<file path="src/rtl/term_pkg.sv">
// ============================================================================
//  Module      : term_pkg
//  Description : Shared geometry, control codes, state encoding and helpers
//                for the character-buffer writer.
//  Revision    : 1.0  initial release
// ============================================================================
`default_nettype none

package term_pkg;

    localparam int COLS      = 80;
    localparam int ROWS      = 25;
    localparam int BUF_SIZE  = COLS * ROWS;
    localparam int ADDR_BITS = 11;
    localparam int ROW_BITS  = 5;
    localparam int COL_BITS  = 7;

    localparam logic [7:0] BLANK  = 8'h20;

    localparam logic [7:0] CC_BS  = 8'h08;
    localparam logic [7:0] CC_TAB = 8'h09;
    localparam logic [7:0] CC_LF  = 8'h0A;
    localparam logic [7:0] CC_FF  = 8'h0C;
    localparam logic [7:0] CC_CR  = 8'h0D;
    localparam logic [7:0] CC_DEL = 8'h7F;

    localparam logic [ADDR_BITS-1:0] c_addr_one  = ADDR_BITS'(1);
    localparam logic [ADDR_BITS-1:0] c_cols_a    = ADDR_BITS'(COLS);
    localparam logic [ADDR_BITS-1:0] c_buf_a     = ADDR_BITS'(BUF_SIZE);
    localparam logic [ADDR_BITS-1:0] c_last_line = ADDR_BITS'(BUF_SIZE - COLS);
    localparam logic [COL_BITS-1:0]  c_col_one   = COL_BITS'(1);
    localparam logic [COL_BITS-1:0]  c_cols_c    = COL_BITS'(COLS);
    localparam logic [COL_BITS-1:0]  c_last_col  = COL_BITS'(COLS - 1);
    localparam logic [ROW_BITS-1:0]  c_row_one   = ROW_BITS'(1);
    localparam logic [ROW_BITS-1:0]  c_last_row  = ROW_BITS'(ROWS - 1);

    typedef enum logic [1:0] {
        ST_INIT       = 2'd0,
        ST_IDLE       = 2'd1,
        ST_CLEAR_LINE = 2'd2,
        ST_CLEAR_ALL  = 2'd3
    } state_t;

    // Start address of the following physical line, wrapping at the buffer end.
    function automatic logic [ADDR_BITS-1:0] next_line_base(input logic [ADDR_BITS-1:0] base);
        return (base == c_last_line) ? '0 : base + c_cols_a;
    endfunction

endpackage

`default_nettype wire

</file>
<file path="src/rtl/term_writer_blank_filler.sv">
// ============================================================================
//  Module      : blank_filler
//  Description : Sequential address generator for buffer clears; emits one
//                address per cycle from a base for a given length, then a
//                one-cycle done pulse.
//  Revision    : 1.0  initial release
// ============================================================================
`default_nettype none

module blank_filler
    import term_pkg::*;
(
    input  logic                 clk,
    input  logic                 reset,
    input  logic                 i_start,
    input  logic [ADDR_BITS-1:0] i_base,
    input  logic [ADDR_BITS-1:0] i_len,
    output logic                 o_busy,
    output logic [ADDR_BITS-1:0] o_addr,
    output logic                 o_done
);

    logic                 r_busy;
    logic [ADDR_BITS-1:0] r_addr;
    logic [ADDR_BITS-1:0] r_left;
    logic                 r_done;

    // Reset preloads a full-buffer sweep so the power-on clear needs no start.
    always_ff @(posedge clk) begin
        if (reset) begin
            r_busy <= 1'b1;
            r_addr <= '0;
            r_left <= c_buf_a;
            r_done <= 1'b0;
        end else if (i_start) begin
            r_busy <= 1'b1;
            r_addr <= i_base;
            r_left <= i_len;
            r_done <= 1'b0;
        end else if (r_busy) begin
            r_addr <= r_addr + c_addr_one;
            r_left <= r_left - c_addr_one;
            r_done <= 1'b0;
            if (r_left == c_addr_one) begin
                r_busy <= 1'b0;
                r_done <= 1'b1;
            end
        end else begin
            r_done <= 1'b0;
        end
    end

    assign o_busy = r_busy;
    assign o_addr = r_addr;
    assign o_done = r_done;

endmodule

`default_nettype wire

</file>
<file path="src/rtl/term_writer.sv">
// ============================================================================
//  Module      : term_writer
//  Description : Byte-stream terminal writer for the 80x25 character buffer:
//                control codes, cursor tracking, auto-wrap, offset scrolling.
//                Optional macro TERM_WRITER_TAB_EN enables 8-column tab stops.
//  Revision    : 1.0  initial release
// ============================================================================
`default_nettype none

module term_writer
    import term_pkg::*;
(
    input  logic                 clk,
    input  logic                 reset,
    input  logic                 in_valid,
    input  logic [7:0]           in_data,
    output logic                 in_ready,
    output logic [7:0]           buf_din,
    output logic [ADDR_BITS-1:0] buf_waddr,
    output logic                 buf_wen,
    output logic [ROW_BITS-1:0]  top_row,
    output logic [COL_BITS-1:0]  cur_col,
    output logic [ROW_BITS-1:0]  cur_row
);

    state_t               r_state,     w_state;
    logic                 r_in_ready,  w_in_ready;
    logic [7:0]           r_buf_din,   w_buf_din;
    logic [ADDR_BITS-1:0] r_buf_waddr, w_buf_waddr;
    logic                 r_buf_wen,   w_buf_wen;
    logic [ROW_BITS-1:0]  r_top_row,   w_top_row;
    logic [COL_BITS-1:0]  r_cur_col,   w_cur_col;
    logic [ROW_BITS-1:0]  r_cur_row,   w_cur_row;
    logic [ADDR_BITS-1:0] r_line_base, w_line_base;

    logic                 w_accept;
    logic                 w_newline;
    logic                 w_fill_start;
    logic [ADDR_BITS-1:0] w_fill_base;
    logic [ADDR_BITS-1:0] w_fill_len;
    logic                 w_fill_busy;
    logic [ADDR_BITS-1:0] w_fill_addr;
    logic                 w_fill_done;
    logic [ADDR_BITS-1:0] w_char_addr;

    assign w_accept    = in_valid && r_in_ready;
    assign w_char_addr = r_line_base + {{(ADDR_BITS-COL_BITS){1'b0}}, r_cur_col};

`ifdef TERM_WRITER_TAB_EN
    logic [COL_BITS-1:0]  w_tab_stop;
    assign w_tab_stop = {r_cur_col[COL_BITS-1:3] + 4'd1, 3'b000};
`endif

    blank_filler u_filler (
        .clk     (clk),
        .reset   (reset),
        .i_start (w_fill_start),
        .i_base  (w_fill_base),
        .i_len   (w_fill_len),
        .o_busy  (w_fill_busy),
        .o_addr  (w_fill_addr),
        .o_done  (w_fill_done)
    );

    always_comb begin
        w_state      = r_state;
        w_buf_wen    = 1'b0;
        w_buf_waddr  = r_buf_waddr;
        w_buf_din    = r_buf_din;
        w_top_row    = r_top_row;
        w_cur_col    = r_cur_col;
        w_cur_row    = r_cur_row;
        w_line_base  = r_line_base;
        w_fill_start = 1'b0;
        w_fill_base  = r_line_base;
        w_fill_len   = c_cols_a;
        w_newline    = 1'b0;

        case (r_state)
            ST_INIT, ST_CLEAR_ALL, ST_CLEAR_LINE: begin
                if (w_fill_busy) begin
                    w_buf_wen   = 1'b1;
                    w_buf_waddr = w_fill_addr;
                    w_buf_din   = BLANK;
                end
                if (w_fill_done) begin
                    w_state = ST_IDLE;
                end
            end

            ST_IDLE: begin
                if (w_accept) begin
                    if (in_data == CC_LF) begin
                        w_cur_col = '0;
                        w_newline = 1'b1;
                    end else if (in_data == CC_CR) begin
                        w_cur_col = '0;
                    end else if (in_data == CC_BS) begin
                        if (r_cur_col != '0) begin
                            w_cur_col = r_cur_col - c_col_one;
                        end
                    end else if (in_data == CC_FF) begin
                        w_top_row    = '0;
                        w_cur_col    = '0;
                        w_cur_row    = '0;
                        w_line_base  = '0;
                        w_state      = ST_CLEAR_ALL;
                        w_fill_start = 1'b1;
                        w_fill_base  = '0;
                        w_fill_len   = c_buf_a;
`ifdef TERM_WRITER_TAB_EN
                    end else if (in_data == CC_TAB) begin
                        if (w_tab_stop >= c_cols_c) begin
                            w_cur_col = '0;
                            w_newline = 1'b1;
                        end else begin
                            w_cur_col = w_tab_stop;
                        end
`endif
                    end else if ((in_data >= BLANK) && (in_data != CC_DEL)) begin
                        w_buf_wen   = 1'b1;
                        w_buf_waddr = w_char_addr;
                        w_buf_din   = in_data;
                        if (r_cur_col == c_last_col) begin
                            w_cur_col = '0;
                            w_newline = 1'b1;
                        end else begin
                            w_cur_col = r_cur_col + c_col_one;
                        end
                    end
                end
            end

            default: begin
                w_state = ST_INIT;
            end
        endcase

        // On the last row the old top line becomes the new bottom line and is blanked.
        if (w_newline) begin
            w_line_base = next_line_base(r_line_base);
            if (r_cur_row != c_last_row) begin
                w_cur_row = r_cur_row + c_row_one;
            end else begin
                w_top_row    = (r_top_row == c_last_row) ? '0 : r_top_row + c_row_one;
                w_state      = ST_CLEAR_LINE;
                w_fill_start = 1'b1;
                w_fill_base  = next_line_base(r_line_base);
                w_fill_len   = c_cols_a;
            end
        end

        w_in_ready = (w_state == ST_IDLE);
    end

    always_ff @(posedge clk) begin
        if (reset) begin
            r_state     <= ST_INIT;
            r_in_ready  <= 1'b0;
            r_buf_din   <= '0;
            r_buf_waddr <= '0;
            r_buf_wen   <= 1'b0;
            r_top_row   <= '0;
            r_cur_col   <= '0;
            r_cur_row   <= '0;
            r_line_base <= '0;
        end else begin
            r_state     <= w_state;
            r_in_ready  <= w_in_ready;
            r_buf_din   <= w_buf_din;
            r_buf_waddr <= w_buf_waddr;
            r_buf_wen   <= w_buf_wen;
            r_top_row   <= w_top_row;
            r_cur_col   <= w_cur_col;
            r_cur_row   <= w_cur_row;
            r_line_base <= w_line_base;
        end
    end

    assign in_ready  = r_in_ready;
    assign buf_din   = r_buf_din;
    assign buf_waddr = r_buf_waddr;
    assign buf_wen   = r_buf_wen;
    assign top_row   = r_top_row;
    assign cur_col   = r_cur_col;
    assign cur_row   = r_cur_row;

endmodule

`default_nettype wire

</file>
<file path="config.mk">
export PLATFORM = sky130hd
export DESIGN_NAME = term_writer
export DESIGN_NICKNAME = d
export VERILOG_FILES = /design/src/rtl/term_pkg.sv /design/src/rtl/term_writer_blank_filler.sv /design/src/rtl/term_writer.sv
export SDC_FILE = /design/constraint.sdc
export NUM_CORES = 1
export LEC_CHECK = 0
export BUFFER_PORTS_ARGS = -buffer_cell sky130_fd_sc_hd__buf_4
export CAP_MARGIN = 20
export CORE_UTILIZATION = 30
export CTS_BUF_LIST = sky130_fd_sc_hd__clkbuf_16
export DETAILED_ROUTE_END_ITERATION = 10
export SLEW_MARGIN = 20
export SYNTH_ARGS = -nofsm -noshare
export SYNTH_HDL_FRONTEND = slang
export SYNTH_SLANG_ARGS = --single-unit
</file>
<file path="constraint.sdc">
create_clock -name clk -period 4.2 [get_ports clk]
set_input_delay 0.21 -clock clk [delete_from_list [all_inputs] [get_ports clk]]
set_output_delay 0.21 -clock clk [all_outputs]
set_load 0.1 [all_outputs]
</file>
### Word-level counts from Yosys, hierarchy flattened

Index checks and enable logic that the tools add are counted.

| word-level totals | value |
|---|---|
| register bits after elaboration | 75 |
| bits in latches | 0 |
| RAM bits | 0 |
| memory bits (read-only) | 0 |
| input port bits | 11 |
| output and inout bits | 38 |
| memories | 0 |

| cells by class | value |
|---|---|
| $add $sub $neg | 8 |
| multipliers | 0 |
| divide/modulo/power cells | 0 |
| order comparisons | 1 |
| eq/ne operators | 22 |
| shift operators | 0 |
| muxes and demuxes | 98 |
| bitwise logic cells | 1 |
| reduce and logical (&&, ||, !) cells | 11 |

Operators with widths:

| operator | number |
|---|---|
| 11-bit two-way mux | 29 |
| 5-bit two-way mux | 17 |
| 8-bit two-way mux | 7 |
| 7-bit two-way mux | 7 |
| 8-bit by 4-bit == test with 1-bit output, second input constant | 4 |
| 1-bit two-way mux | 26 |
| 11-bit one-hot mux with 2 select lines | 1 |
| 2-bit two-way mux | 8 |
| 8-bit one-hot mux with 2 select lines | 1 |
| 2-bit != test, second input constant | 6 |
| 11-bit by 1-bit adder with 11-bit output, second input constant | 1 |
| 11-bit by 7-bit adder with 11-bit output | 1 |
| 11-bit by 7-bit adder with 11-bit output, second input constant | 1 |
| 11-bit by 1-bit == test with 1-bit output, second input constant | 1 |
| 11-bit == test, second input constant | 1 |
| 11-bit by 1-bit subtractor with 11-bit output, second input constant | 1 |
| 5-bit by 1-bit adder with 5-bit output, second input constant | 2 |
| 8-bit by 6-bit >= comparator with 1-bit output, second input constant | 1 |
| 8-bit by 7-bit != test with 1-bit output, second input constant | 1 |
| 7-bit by 1-bit adder with 7-bit output, second input constant | 1 |
| 7-bit == test, second input constant | 1 |
| 7-bit AND reduction | 1 |
| 7-bit nonzero test | 1 |
| 7-bit by 1-bit subtractor with 7-bit output, second input constant | 1 |
| other kinds (16) | 20 |

### Longest topological paths before layout

| logic depth | value |
|---|---|
| depth in word-level cells | 11 |
| gate-level depth with buffers | 10 |
| gate-level depth less buffers | 9 |

### By module

Synthesis repeated with hierarchy kept, for this count alone.

| second synthesis, totals | value |
|---|---|
| cells, all modules | 595 |
| area total of the unflattened synthesis | 4638.2 sq um |

By module, submodules not included:

| module | instances | cells each | area an instance (sq um) | seq. area each (sq um) |
|---|---|---|---|---|
| term_writer | 1 | 434 | 3338.2 | 1021.0 |
| blank_filler | 1 | 161 | 1300.0 | 480.5 |

### Worst setup path after synthesis

Ideal clock, no wire load.

| timing | value |
|---|---|
| path kind | flip-flop to flip-flop |
| start point | reg r_cur_col[1] (netlist: cur_col[1]) |
| end point | reg r_buf_waddr[8] (netlist: buf_waddr[8]) |
| arrival | 2513 ps |
| required time | 4076 ps |
| path slack | 1563 ps |
| cell stages (with the launch flop) | 9 |
| path buffers | 0 |
| period minus slack after synthesis | 2637 ps |
| cell sequence | dfxtp_1 inv_1 fa_1 nor2b_1 o31a_1 o211ai_1 xnor2_1 nor2_1 o21ai_0 |

| between the ends | value |
|---|---|
| longest elaborated chain between the ends | 8 |

RTL lines:

| item | RTL line | source |
|---|---|---|
| from (decl) | term_writer.sv:32 | `logic [COL_BITS-1:0] r_cur_col, w_cur_col;` |
| from (signal assigned) | term_writer.sv:174 | `r_cur_col <= w_cur_col;` |
| 11-bit by 7-bit adder with 11-bit output | term_writer.sv:47 | `assign w_char_addr = r_line_base + {{(ADDR_BITS-COL_BITS){1'b0}}, r_cur_col};` |
| 11-bit two-way mux | term_writer.sv:120 | `end else if ((in_data >= BLANK) && (in_data != CC_DEL)) begin` |
| 11-bit two-way mux | term_writer.sv:102 | `end else if (in_data == CC_FF) begin` |
| 11-bit two-way mux | term_writer.sv:98 | `end else if (in_data == CC_BS) begin` |
| 11-bit two-way mux | term_writer.sv:96 | `end else if (in_data == CC_CR) begin` |
| 11-bit two-way mux | term_writer.sv:93 | `if (in_data == CC_LF) begin` |
| 11-bit two-way mux | term_writer.sv:92 | `if (w_accept) begin` |
| 11-bit one-hot mux with 2 select lines | term_writer.sv:79 | `case (r_state)` |
| to (signal assigned) | term_writer.sv:171 | `r_buf_waddr <= w_buf_waddr;` |
| to (decl) | term_writer.sv:29 | `logic [ADDR_BITS-1:0] r_buf_waddr, w_buf_waddr;` |

Every way passes these cells. The select of a mux whose other input is x is not followed.
A chain may end at the register's enable or synchronous reset.

### Worst setup path in the final report

| timing | value |
|---|---|
| start point | reg r_cur_row[0] (netlist: cur_row[0]) |
| end point | reg u_filler.r_addr[3] (netlist: u_filler.o_addr[3]) |

| between the ends | value |
|---|---|
| longest elaborated chain between the ends | 4 |
| elaborated cells on any way between the ends | 7 |

RTL lines:

| item | RTL line | source |
|---|---|---|
| from (decl) | term_writer.sv:33 | `logic [ROW_BITS-1:0] r_cur_row, w_cur_row;` |
| from (signal assigned) | term_writer.sv:175 | `r_cur_row <= w_cur_row;` |
| 5-bit != test * | term_writer.sv:142 | `if (r_cur_row != c_last_row) begin` |
| 11-bit two-way mux / 1-bit two-way mux (equally long branches) | term_writer.sv:142 |  |
| 11-bit two-way mux / 1-bit two-way mux (equally long branches) | term_writer.sv:140 | `if (w_newline) begin` |
| 11-bit two-way mux / 2-bit nonzero test (equally long branches) | n/a |  |
| to (signal assigned) | term_writer_blank_filler.sv:37 | `r_addr <= i_base;` |
| to (signal assigned) | term_writer_blank_filler.sv:41 | `r_addr <= r_addr + c_addr_one;` |
| to (decl) | term_writer_blank_filler.sv:24 | `logic [ADDR_BITS-1:0] r_addr;` |

Mark *: on every way between the ends. The rest lies on a longest branch, timed or not.

==> impl_metrics.tcl <==
set metrics [dict create \
    fmax_ghz 0.4170 \
    drv_slew 0 \
    vdd_drop_max_v 0.0001959 \
    relSlewSlack_pct 53.23 \
    syn-num-nets 549 \
    n_fill_cell 1466 \
    crit_end "u_filler.o_addr[3]$_SDFFE_PP0P_" \
    cp_cell_sequence "inv_1, ha_1, nand4b_4, nor2_1, a22oi_2, nand3_1, o221ai_1, nor2_1" \
    cts_buffers 9 \
    leakagePower_nw 2.009 \
    drt-total-wl_um 12180 \
    cap_viol_max_count 0 \
    grt_pass1_wl_um 20400 \
    r2r_cells 8 \
    die_y_um 122.4 \
    start_util_pct 31.06 \
    vias 3988 \
    syn_avg_cell_area_um2 8.389 \
    gp_congestion 0.8500 \
    critical_path_class "reg2reg" \
    regToRegEndpoint "u_filler.o_addr[3]$_SDFFE_PP0P_" \
    met2_usage_pct 27.81 \
    clock_latency_ps 340 \
    rsz0062_at_grt "false" \
    htreeDepth 3 \
    synth-edff-count 0 \
    p_switching_mw 0.3669 \
    synth_most_common_cell "dfxtp_1" \
    post_cts_resized 0 \
    synth_top_cells_by_count "dfxtp_1, nor2_1, nand2_1" \
    tritoncts "built" \
    cp_slowest_stage_delay_ps 510 \
    postPlaceCellArea_um2 4787 \
    grt-ovfl-total 0 \
    p_int_mw 1.148 \
    track_usage_pct 17.58 \
    crit_top_cell "nor2_1" \
    hold_violations 0 \
    synth_seq_area_share_pct 34.55 \
    syn2layout_area_growth_pct 15.98 \
    dpl.hpwl_um 9004 \
    yosys.area.top_type_share_pct 34.55 \
    async_flop_share_pct 0 \
    clk_pin_slew_ps 60 \
    clkPwrFrac_pct 44.4 \
    nets 583 \
    skew_ps 8.125 \
    worst_pin_slew_ps 696.3 \
    gr-usage-met1_pct 23.09 \
    seqPwrFrac_pct 48.9 \
    cts.path.max_buffers 2 \
    ys_ff_latch 75 \
    whs_ps 125.5 \
    die_area_um2 14970 \
    cts_setup_buffers 0 \
    dp_slack_ps 1830 \
    synth_area_um2 4345 \
    fin_cells 737 \
    coreArea_um2 13990 \
    swShare_pct 24.22 \
    ys.flop_type "dfxtp_1" \
    pin_count 49 \
    synth_top_area_cell "dfxtp_1" \
    drc 0 \
    final.setup.tns_ps 0 \
    drtIter0Drc 302 \
    synth_cells 518 \
    reg2reg_from "cur_row[0]$_SDFF_PP0_" \
    ys.warnings.count 0 \
    timing.final.crit_share_pct 57.10 \
    p_per_area_nw_per_um2 300.7 \
    crit_path_start_kind "register" \
    cp.required_ps 4410 \
    n_antenna_cell 0 \
    crit_slowest_cell "a22oi_2" \
    final_layout_size_suffix_gt1_share_pct 15.44 \
    worstPathMaxFanout 11 \
    crit_arrival_ps 2610 \
    first_pass_iters 5 \
    dp.cells 721 \
    cts_root_buf "clkbuf_16" \
    period_minus_slack_ps 2398 \
    ys_types 77 \
    synthTopCellsByArea "dfxtp_1, ha_1, nor2_1" \
    vias_per_cell 5.411 \
    grt_max_degree 40 \
    design_area_um2 5040 \
    grt_use_met3_pct 4.043 \
    cts_hold_buf 0 \
    critical_path.startpoint "cur_row[0]$_SDFF_PP0_" \
    combPwrFrac_pct 6.8 \
    cts.sinks 75 \
    antenna_found_initial 0 \
    port_buffers 48 \
    postRouteAntennaNets 0 \
    layout_setup_ws_ps 1802 \
    setup_viol 0 \
    crit_path_end_kind "register" \
    outcome "completed" \
    grt_most_used_layer "met2" \
    grt_pass1_vias 3889 \
    wl_per_cell_um 16.53 \
    reg2reg_slack_ps 1800 \
    hp-class "in2reg" \
    die_w_um 122.4 \
    row_count 43 \
]
## sequential cells by signal, summed over array words and instances (netlist names)
register and count:
buf_din 8, buf_waddr 11, buf_wen 1, cur_col 7, cur_row 5, in_ready 1, r_line_base 11, r_state 2
top_row 5, u_filler.o_addr 11, u_filler.o_busy 1, u_filler.o_done 1, u_filler.r_left 11
## critical path, delay by kind of cell (launching register included)
| family | cells | cell delay [ps] |
|---|---|---|
| AO/OA/AOI/OAI | 2 | 820 |
| buffers and inverters | 1 | 80 |
| AND/OR/NAND/NOR | 4 | 740 |
| adder cells (fa/ha/maj) | 1 | 240 |
| flip-flops | 1 | 390 |
## power by group through the flow
stage	clock, mW	sequential, mW	combinational, mW
floorplan	0	0.771	0.0552
global placement	0	0.755	0.101
detailed placement	0	0.756	0.102
CTS	0.689	0.740	0.103
global route	0.722	0.743	0.115
finish	0.672	0.741	0.102
## cells by family after synthesis
kind of cell             count (synthesis)  synth area share (%)
adder cells (fa/ha/maj)                 20                 5.932
AO/OA/AOI/OAI                          136                 21.80
flip-flops                              75                 34.55
AND/OR/NAND/NOR                        215                 27.07
buffers and inverters                   46                 5.298
multiplexers                             4                0.9214
XOR/XNOR                                22                 4.434
## per-stage QoR
stage	util [%]	power, mW
after floorplan	-	0.8260
after global placement	34.22	0.8556
after detailed placement	34.22	0.8581
after CTS	36.03	1.532
after global routing	36.03	1.579
final	36.03	1.515
## cell type report
class                   instances  area (um^2)  area share [%]
multi-input cells             397         2614           51.86
well taps                     180        225.2           4.469
flip-flops and latches         75         1501           29.79
repair buffers                 50        375.4           7.448
clock inverters                 7        27.53          0.5462
clock buffers                   9        225.2           4.469
inverters                      19        71.32           1.415
## cells in the final DEF, fill, tap and decap left out, types with 19 or more instances in the layout
| cell | n |
|---|---|
| nand3_1 | 26 |
| inv_1 | 20 |
| nor2_1 | 53 |
| ha_1 | 19 |
| a21oi_1 | 29 |
| nand2_1 | 43 |
| buf_4 | 50 |
| dfxtp_1 | 75 |
| nor3_1 | 21 |
| o21ai_0 | 26 |
## routing by layer
metal / wire length (um) / part of all wire [%] / vias up
met2: 5546 / 46 / 118
met4: 189 / 1.6 / 0
met3: 680 / 5.6 / 12
li1: - / - / 1965
met1: 5763 / 47 / 1893
met5: 0 / 0 / -
## how the worst min path moves through the flow
stage,from,to,slack [ps],cells after the start
2_1_floorplan,reset,u_filler.r_left[7]$_SDFFE_PP1P_,330,2
3_3_place_gp,buf_waddr[4]$_SDFFE_PP0P_,buf_waddr[4]$_SDFFE_PP0P_,450,2
3_5_place_dp,buf_waddr[4]$_SDFFE_PP0P_,buf_waddr[4]$_SDFFE_PP0P_,450,2
4_1_cts,in_data[3],buf_din[3]$_SDFFE_PP0P_,110,2
5_1_grt,in_data[7],buf_din[7]$_SDFFE_PP0P_,120,2
6_report,in_data[6],buf_din[6]$_SDFFE_PP0P_,130,2
Power figures use the tool's default switching activity.
